**src/rtl/button_conditioner.sv**
```systemverilog
// rtl/button_conditioner.sv - pushbutton/switch conditioner for the 128-bit entry register
//
// Synchronizes the raw pushbuttons and byte switches, debounces each button,
// and turns accepted presses into registered single-cycle strobes
// (capture_key, left_shift, right_shift) plus a start level that toggles on
// every accepted start press.
//
// Optional feature: define BTN_AUTOREPEAT_EN to add hold-to-repeat on the
// left/right buttons (first repeat REPEAT_DELAY cycles after the press pulse,
// then every REPEAT_PERIOD cycles until release).
//
// Ports:
//   clk          in   system clock
//   rst          in   synchronous, active-high reset
//   btn_capture  in   raw async pushbutton, high = pressed
//   btn_left     in   raw async pushbutton
//   btn_right    in   raw async pushbutton
//   btn_start    in   raw async pushbutton
//   sw_in[7:0]   in   raw async byte switches
//   capture_key  out  one-cycle pulse per accepted capture press
//   left_shift   out  one-cycle pulse per accepted left press (or repeat)
//   right_shift  out  one-cycle pulse per accepted right press (or repeat)
//   start        out  level toggling on each accepted start press
//   d_in[7:0]    out  synchronized switch byte (not debounced)

module button_conditioner #(
    parameter int DEBOUNCE_CYCLES = 500000,
    parameter int REPEAT_DELAY    = 25000000,
    parameter int REPEAT_PERIOD   = 5000000
) (
    input  logic       clk,
    input  logic       rst,
    input  logic       btn_capture,
    input  logic       btn_left,
    input  logic       btn_right,
    input  logic       btn_start,
    input  logic [7:0] sw_in,
    output logic       capture_key,
    output logic       left_shift,
    output logic       right_shift,
    output logic       start,
    output logic [7:0] d_in
);

    localparam int MAX_A   = (DEBOUNCE_CYCLES > REPEAT_DELAY) ? DEBOUNCE_CYCLES : REPEAT_DELAY;
    localparam int MAX_CNT = (MAX_A > REPEAT_PERIOD) ? MAX_A : REPEAT_PERIOD;
    localparam int CNT_W   = $clog2(MAX_CNT + 1);

    localparam logic [CNT_W-1:0] DB_LAST = CNT_W'(DEBOUNCE_CYCLES - 1);

    // Button bit order: 0 capture, 1 left, 2 right, 3 start.
    logic [3:0]       raw;
    logic [3:0]       sync1;
    logic [3:0]       sync2;
    logic [3:0]       stable;
    logic [3:0]       stable_d;
    logic [3:0]       evt;
    logic [3:0]       rep_hit;
    logic [CNT_W-1:0] db_cnt [4];
    logic [7:0]       sw_s1;
    logic [7:0]       sw_s2;

    assign raw  = {btn_start, btn_right, btn_left, btn_capture};
    assign d_in = sw_s2;

    // Synchronizers and per-button debounce.
    always_ff @(posedge clk) begin
        if (rst) begin
            sync1 <= '0;
            sync2 <= '0;
            sw_s1 <= '0;
            sw_s2 <= '0;
            stable <= '0;
            for (int i = 0; i < 4; i++) begin
                db_cnt[i] <= '0;
            end
        end else begin
            sync1 <= raw;
            sync2 <= sync1;
            sw_s1 <= sw_in;
            sw_s2 <= sw_s1;
            for (int i = 0; i < 4; i++) begin
                if (sync2[i] == stable[i]) begin
                    db_cnt[i] <= '0;
                end else if (db_cnt[i] == DB_LAST) begin
                    stable[i] <= sync2[i];
                    db_cnt[i] <= '0;
                end else begin
                    db_cnt[i] <= db_cnt[i] + 1'b1;
                end
            end
        end
    end

`ifdef BTN_AUTOREPEAT_EN
    // Repeat timers for left (index 0) and right (index 1). Each counts the
    // cycles the stable level has been high; phase 0 waits REPEAT_DELAY,
    // phase 1 waits REPEAT_PERIOD between subsequent repeats.
    logic [CNT_W-1:0] rep_cnt [2];
    logic [1:0]       rep_phase;
    logic [1:0]       rep_fire;

    always_comb begin
        rep_fire = '0;
        for (int k = 0; k < 2; k++) begin
            if (stable[k+1]) begin
                if (rep_phase[k]) begin
                    rep_fire[k] = (rep_cnt[k] == CNT_W'(REPEAT_PERIOD));
                end else begin
                    rep_fire[k] = (rep_cnt[k] == CNT_W'(REPEAT_DELAY));
                end
            end
        end
    end

    assign rep_hit = {1'b0, rep_fire, 1'b0};

    always_ff @(posedge clk) begin
        if (rst) begin
            rep_phase <= '0;
            for (int k = 0; k < 2; k++) begin
                rep_cnt[k] <= '0;
            end
        end else begin
            for (int k = 0; k < 2; k++) begin
                if (!stable[k+1]) begin
                    rep_cnt[k]   <= '0;
                    rep_phase[k] <= 1'b0;
                end else if (rep_fire[k]) begin
                    rep_cnt[k]   <= CNT_W'(1);
                    rep_phase[k] <= 1'b1;
                end else begin
                    rep_cnt[k] <= rep_cnt[k] + 1'b1;
                end
            end
        end
    end
`else
    assign rep_hit = '0;
`endif

    // Event stage (press edges plus repeats) followed by the registered
    // output stage, which applies lockout and capture > left > right priority.
    always_ff @(posedge clk) begin
        if (rst) begin
            stable_d    <= '0;
            evt         <= '0;
            capture_key <= 1'b0;
            left_shift  <= 1'b0;
            right_shift <= 1'b0;
            start       <= 1'b0;
        end else begin
            stable_d    <= stable;
            evt         <= (stable & ~stable_d) | rep_hit;
            capture_key <= evt[0] & ~start;
            left_shift  <= evt[1] & ~evt[0] & ~start;
            right_shift <= evt[2] & ~evt[1] & ~evt[0] & ~start;
            if (evt[3]) begin
                start <= ~start;
            end
        end
    end

endmodule

```
**config.mk**
```make
export PLATFORM = sky130hd
export DESIGN_NAME = button_conditioner
export DESIGN_NICKNAME = d
export VERILOG_FILES = /design/src/rtl/button_conditioner.sv
export SDC_FILE = /design/constraint.sdc
export NUM_CORES = 1
export LEC_CHECK = 0
export BUFFER_PORTS_ARGS = -buffer_cell sky130_fd_sc_hd__buf_2
export CORE_ASPECT_RATIO = 1.5
export CORE_UTILIZATION = 30
export CTS_BUF_LIST = sky130_fd_sc_hd__clkbuf_2
export CTS_CLUSTER_DIAMETER = 120
export DETAILED_ROUTE_END_ITERATION = 6
export PLACE_DENSITY = 0.51
export RECOVER_POWER = 25
export SETUP_SLACK_MARGIN = 0.02
export SYNTH_ARGS = -nofsm -noshare
export SYNTH_HDL_FRONTEND = slang
export SYNTH_SLANG_ARGS = --single-unit
```
**constraint.sdc**
```tcl
create_clock -name clk -period 2.6 [get_ports clk]
set_input_delay 0.26 -clock clk [delete_from_list [all_inputs] [get_ports clk]]
set_output_delay 0.26 -clock clk [all_outputs]
set_load 0.02 [all_outputs]
```
* After elaboration in Yosys (flattened, before gate mapping)
Memory sizes are Yosys's and may differ from the RTL's.
Index checks and enable logic that the tools add are counted.
** Word-level totals
- Flip-flop bits (word level) :: 40
- Memory bits (writable) :: 100
- Input port bits :: 14
- Output and inout bits :: 12
- Memories :: 1
** Memory list
- db_cnt :: words 4, bits a word 25, rd ports 4, clocked after memory_dff 0, wr ports 4, RTL line 59 : logic [CNT_W-1:0] db_cnt [4];
** Cells by class
- Add/sub/neg operators :: 4
- Equal/unequal tests :: 8
- Muxes and demuxes :: 58
- Bitwise logic cells :: 27
- Reductions and logical operators :: 4
** Operator list (count)
- $mux W25 :: 12
- $add A25 B1 Y25 const B :: 4
- $eq A25 B19 Y1 const B :: 4
- $mux W1 :: 46
- $or A1 B1 Y1 :: 12
- $reduce_and A2 Y1 :: 4
- $not A1 Y1 :: 7
- $and A1 B1 Y1 :: 6
- $and A4 B4 Y4 :: 1
- $eq A1 B1 Y1 :: 4
- $not A4 Y4 :: 1

* Longest topological paths before layout
Gate-level depths: netlist of run 1.
An unclocked memory read counts as a cell.
- Depth after elaboration :: 8
- Mapped depth :: 6
- Mapped depth without buffers :: 5

* Worst setup path after synthesis of run 1
OpenSTA, ideal clock, no wires.
- Kind :: register to register
- Start point :: memory db_cnt[1][0] in the netlist's numbering
- End point :: memory db_cnt[1][24] in the netlist's numbering, data pin
- Arrival :: 1955 ps
- Slack :: 498 ps
- Stages on the path, launching flop included :: 7
- Path buffers :: 1
- Period minus slack after synthesis :: 2102 ps
- Cells stage by stage :: edfxtp_1 ha_1 nand4_1 or4_1 clkbuf_1 or4_1 a21oi_1
** RTL lines (RTL line)
- start: declaration :: 59

==> metrics, run 1 <==
outcome complete, no violations; CP arrival 2.89 ns; placed insts 1026; sequential power share 62.4%; critical-path cell list ha_1 -> nand4_1 -> or4_1 -> or4_1 -> a21oi_1; TritonCTS Buffers 17; slowest stage delay, CP 0.70 ns; Seq/Total Area, Yosys 56.39%; die height 185.6 um; drt wl/cell 12.16 um; Max stage delay cell, worst path or4_1; flops & latches, synth 140; Worst EP required 3.20 ns; core area 21880 sq um; Setup CP Type reg -> reg; Net Sw Frac 26.29%; max_cap viols 0; starting DRC count in detailed routing 255; Setup violations, final 0; Clock Sinks 140; Yosys warnings 0; Power Dens Cells 513.8 nW/um^2; starting density of the core 30.82%; static leakage 0.002694 uW; synthesized cell area 6745 sq um; Clock power frac 32.8%; Die ar. 23100 sq um; vias in the first global route 4868; critical path's most frequent cell or4_1; post-synth cell types 36; Main synth FF type edfxtp_1; min Tclk post-route 2.286 ns; htree depth 4; pre-CTS setup slack 0.3414 ns; final hold vios 0; Worst setup SP type register; syn_area_per_cell 10.46 sq um; overall routed net length 13110 um; final worst-path setup slack 0.3139 ns; Detail Placement HPWL 9223 um; final std cells w/o fill 1078; hold slack 0.2519 ns; Pint 3021 uW; drt drc 0; vias per cell 4.681; gr usage total 12.10%; Routed Antenna Nets 0; Top Ports 26; largest net degree at the start of global routing 26; Final period util 87.93%; Clock Skew 0.04535 ns; port bufs 25; Max FO, Critical Path 9; Rows 66; CTS root buf clkbuf_2; Final nets 810; fin. max-slew vios 0; GR Overflow Total 0; Peak VDD IR 0.1947 mV; global-route wire length before repair 22470 um; Gate power share 4.8%; Relative slew margins 24.54%; P&R area growth vs syn 18.27%; Mapped Cells 645; CTS Buffer Depth 2; initial antenna violation count 1; CTS tree built; RSZ-0062 raised after global routing false; GP Congestion 0.7301; ratio of cells with drive above 1 in the final layout 8.075%; min-delay worst type in -> reg; asr flop ratio synth 0%; Post-synth EDFFs 100; Via Count 5046; switching power 1078 uW; crit end category register; die span in x 124.4 um; Pre-antenna DRT Iters 4; Fill cells 2253; setup_tns 0 ns; clock transition at the registers of the reported paths 0.22 ns; Worst-Skew Late Latency 0.75 ns; Max Freq 0.4374 GHz; Slew @ Worst Pin 1.132 ns
[path summary, 6_finish.rpt]
kind,from,slack (ns),depth (start not counted),end
max,db_cnt[1][0],0.31,5,db_cnt[1][24]
min,sw_in[0],0.25,3,sw_s1[0]
max reg2reg,db_cnt[1][0],0.31,5,db_cnt[1][24]
min reg2reg,stable_d[0],0.37,1,evt[0]
[stage by stage]
stage | util (%) | area, sq um | power (uW)
floorplan | - | 7117 | 2717
global placement | 34.49 | 7547 | 2781
detailed placement | 34.49 | 7547 | 2784
CTS | 36.47 | 7981 | 4177
global route | 36.46 | 7978 | 4306
finish | 36.46 | 7978 | 4099
[critical path: cells and delay by family (launching register included)]
| kind | cells | cell delay [ns] |
|---|---|---|
| DFF | 1 | 0.45 |
| and+or+nand+nor | 3 | 1.32 |
| AOI/OAI and AO/OA | 1 | 0.15 |
| adders and majority gates | 1 | 0.24 |
[synthesized netlist by cell type (3+ instances only)]
library cell / instances / area share (%)
xnor2_1: 37 / 4.8
edfxtp_1: 100 / 45
or3_1: 25 / 2.3
a21oi_1: 43 / 3.2
dfxtp_1: 40 / 12
and3_1: 6 / 0.56
or4_1: 24 / 2.7
and4_1: 9 / 1.2
inv_1: 22 / 1.2
nand2b_1: 3 / 0.28
nand4_1: 28 / 2.6
nor4_1: 23 / 2.1
clkbuf_1: 19 / 1.1
nor2_1: 71 / 4.0
o21ai_0: 24 / 1.8
nand3_1: 28 / 2.1
o31ai_1: 19 / 2.1
nor4b_1: 7 / 0.91
xor2_1: 20 / 2.6
nor3_1: 8 / 0.59
ha_1: 4 / 0.74
o21ai_1: 3 / 0.22
nand2_1: 38 / 2.1
nor2b_1: 30 / 2.8
[layout by cell type, fill, tap and decap left out, types with 18 or more instances in the layout]
master | synthesis | routed
nor2b_1 | 30 | 30
a21oi_1 | 43 | 43
nand4_1 | 28 | 28
nand3_1 | 28 | 28
or4_1 | 24 | 24
buf_2 | 2 | 23
dfxtp_1 | 40 | 40
or3_1 | 25 | 25
nand2_1 | 38 | 38
dlygate4sd3_1 | 0 | 19
conb_1 | 1 | 100
nor2_1 | 71 | 71
inv_1 | 22 | 22
edfxtp_1 | 100 | 100
xor2_1 | 20 | 20
nor4_1 | 23 | 23
o21ai_0 | 24 | 24
xnor2_1 | 37 | 37
o31ai_1 | 19 | 18
[layer usage]
layer  vias up  share of wire [%]  routed length (um)  track usage [%]
met5         -                  0                   0                0
met2        46                 52                6802            22.08
met3        17                2.0                 266            2.616
met4         0                1.7                 228            5.639
li1       2596                  -                   -                -
met1      2387                 44                5809            13.32
[power groups by stage]
stage | clock (uW) | sequential, uW | combinational, uW
floorplan | 0 | 2590 | 132
global placement | 0 | 2610 | 175
detailed placement | 0 | 2610 | 175
CTS | 1420 | 2560 | 198
global route | 1500 | 2580 | 228
finish | 1340 | 2560 | 198
[cell type report]
type,instances,area (sq um),area share [%]
diodes,1,2.502,0.03137
clock buffers,17,85.08,1.066
clock inverters,15,158.9,1.992
inverters,22,82.58,1.035
multi-input cells,560,3143,39.40
flip-flops and latches,140,3804,47.68
well taps,272,340.3,4.266
repair buffers,51,361.6,4.533
[flip-flops by register name (all words and copies together), names as in the netlist]
signal / count
db_cnt: 100
right_shift: 1
capture_key: 1
start: 1
d_in: 8
left_shift: 1
evt: 4
stable_d: 4
sync1: 4
sw_s1: 8
stable: 4
sync2: 4
[what timing repair did]
item	in CTS	in global routing
endpoints found under the hold margin	24	0
hold buffers	19	0
setup buffers	0	0
resized for setup	0	0
endpoints found under the setup margin	0	0
[cell families (layout without fill, tap and decap cells)]
kind of cell,count (synthesis),in the layout,share of synthesized area [%]
mux,1,1,0.1484
xor+xnor,57,57,7.401
simple gates,308,308,25.23
flops,140,140,56.39
compound gates,90,90,7.438
other cells,1,101,0.05559
buf+inv,44,105,2.597
fa+ha+maj,4,4,0.7420
(Power assumes the default switching activity.)
==> run 2: changes to the inputs <==
==> constraint.sdc (replaced) <==
create_clock -name clk -period 2.6 [get_ports clk]
set_input_delay 0.52 -clock clk [delete_from_list [all_inputs] [get_ports clk]]
set_output_delay 0.52 -clock clk [all_outputs]
set_load 0.02 [all_outputs]
==> run 2 against run 1 <==
  * Sequential share of layout area increased by 0.42 points
  * Total power down 0.21%
  * Worst hold slack better by 0.12 ns
  * Via count decreased by 0.40%
  * Core utilization is 0.32 points lower
  * Combinational power is 4% lower
  * Global-route usage did not move
  * Final area is 0.88% lower
  * Flip-flop and latch count stayed put
  * Critical path depth unchanged
==> metrics, run 2 (synthesized netlist as in run 1, its figures left out) <==
footprint of the multi-input gates 3143 sq um (unchanged); Clock Skew 0.04553 ns (+0.0001779 ns); drt drc 0 (unchanged); Pint 3015 uW (-0.22%); gr usage total 12.10% (unchanged); vias in the first global route 4843 (-0.51%); vias per cell 4.693 (+0.25%); core area 21880 sq um (unchanged); die height 185.6 um (unchanged); ratio of cells with drive above 1 in the final layout 8.145% (+0.071 points); CTS tree built; Post-CTS Setup Inserts 0 (unchanged); drt wl/cell 12.25 um (+0.76%); critical path's most frequent cell or4_1; met1 GRT Util 13.36% (+0.036 points); Net Sw Frac 26.30% (about the same); M3 GR Usage 2.616% (unchanged); Max Freq 0.4368 GHz (-0.15%); fin. max-slew vios 0 (unchanged); Final period util 88.05% (+0.13 points); Setup CP Type reg -> reg; Worst EP required 3.20 ns (about the same); Setup violations, final 0 (unchanged); Worst-Skew Late Latency 0.75 ns (about the same); overall routed net length 13120 um (+0.11%); outcome complete, no violations; min Tclk post-route 2.289 ns (+0.003335 ns); Pre-antenna DRT Iters 4 (unchanged); starting density of the core 30.82% (unchanged); overall power 4090 uW (-0.21%); CTS root buf clkbuf_2; critical-path cell list ha_1 -> nand4_1 -> or4_1 -> or4_1 -> a21oi_1; met2 GRT Util 22.03% (-0.044 points); GP Congestion 0.7301 (unchanged); CP arrival 2.89 ns (about the same); CTS Buffer Depth 2 (unchanged); hold slack 0.3730 ns (+0.1210 ns); P&R area growth vs syn 17.23%; Peak VDD IR 0.1951 mV (+0.21%); Rows 66 (unchanged); setup_tns 0 ns (unchanged); CP top delay family simple AND/OR/NAND/NOR gates; Top Ports 26 (unchanged); slowest stage delay, CP 0.70 ns (about the same); final core occ 36.13% (-0.32 points); starting DRC count in detailed routing 228 (-11%); Max FO, Critical Path 9 (unchanged); Bufs and invs on worst path 0 (unchanged); Placed Area 7547 sq um (unchanged); port bufs 25 (unchanged); Max stage delay cell, worst path or4_1; RSZ-0062 raised after global routing false; switching power 1076 uW (-0.18%); Relative slew margins 24.37% (-0.17 points); static leakage 0.002658 uW (-1.4%); Gate power share 4.6% (-0.2 points); max_cap viols 0 (unchanged); clock transition at the registers of the reported paths 0.24 ns (+0.02 ns); sequential power share 62.6% (+0.2 points); final hold vios 0 (unchanged); crit end category register; gr busiest metal met2; Die ar. 23100 sq um (unchanged); htree depth 4 (unchanged); Power Dens Cells 517.2 nW/um^2 (+0.67%); min-delay worst type reg -> reg; Worst setup SP type register; die span in x 124.4 um (unchanged); Clock power frac 32.8% (about the same); max reg flops 100 (unchanged); Routed Antenna Nets 0 (unchanged); GR Overflow Total 0 (unchanged); Top reg by flops db_cnt; FF/Latch Area 3804 sq um (unchanged); Detail Placement HPWL 9223 um (unchanged); largest net degree at the start of global routing 26 (unchanged); initial antenna violation count 1 (unchanged); Via Count 5026 (-0.40%); Clock Sinks 140 (unchanged); Fill cells 2253 (unchanged); commonest non-fill, non-tap cells in the layout 100 x edfxtp_1, 100 x conb_1, 71 x nor2_1; Post-Layout Inst Area 7908 sq um (-0.88%); Final nets 803 (-0.86%); TritonCTS Buffers 17 (unchanged); Slew @ Worst Pin 1.135 ns (+0.002616 ns); global-route wire length before repair 22460 um (about the same)
==> run 2: changes by cell type in the layout (fill, tap and decap cells not counted), sizes merged <==
cell / change
dlygate4sd3: -7
==> run 2: what timing repair did <==
action | 4_1_cts | 5_1_grt
setup endpoints to repair | 0 | 0
endpoints found under the hold margin | 12 | 0
hold buffers | 12 | 0
gates resized for setup | 0 | 0
==> run 2: worst reg2reg max path: cells and delay by family, from the launching register on <==
kind	cells	cell delay, ns
compound gates	1	0.15
fa+ha+maj	1	0.24
flops	1	0.45
simple gates	3	1.32
==> run 2: path summary, 6_finish.rpt <==
check / start / end / slack [ns] / depth (start not counted)
max: db_cnt[1][0] / db_cnt[1][24] / 0.31 / 5
max reg2reg: db_cnt[1][0] / db_cnt[1][24] / 0.31 / 5
min reg2reg: stable_d[0] / evt[0] / 0.37 / 1
min: stable_d[0] / evt[0] / 0.37 / 1
==> run 2: power groups by stage <==
stage                     combinational, uW  clock, uW  sequential, uW
final                                   190       1340            2560
after global routing                    220       1500            2580
after CTS                               190       1420            2560
after detailed placement                175          0            2610
after global placement                  175          0            2610
after floorplan                         132          0            2590
==> run 2: per-stage QoR <==
| step | setup WS (ns) | cells |
|---|---|---|
| 2_1_floorplan | 0.4985 | 744 |
| 3_3_place_gp | 0.3607 | 1026 |
| 3_5_place_dp | 0.3414 | 1026 |
| 4_1_cts | 0.2912 | 1070 |
| 5_1_grt | 0.1383 | 1071 |
| 6_report | 0.3106 | 1071 |
==> run 2: per-layer routing <==
layer | vias to the layer above | part of all wire (%) | wire (um)
met5 | - | 0 | 0
met4 | 0 | 1.7 | 228
met3 | 17 | 2.0 | 264
met2 | 46 | 52 | 6797
met1 | 2381 | 44 | 5832
li1 | 2582 | - | -
==> run 2: final cells by class <==
| cell class | instances | share of cell area (%) |
|---|---|---|
| sequential | 140 | 48.10 |
| clock buffer | 17 | 1.076 |
| timing repair buffer | 44 | 3.687 |
| tap | 272 | 4.304 |
| clock inverter | 15 | 2.009 |
| inverter | 22 | 1.044 |
| antenna | 1 | 0.03165 |
| multi-input combinational | 560 | 39.75 |
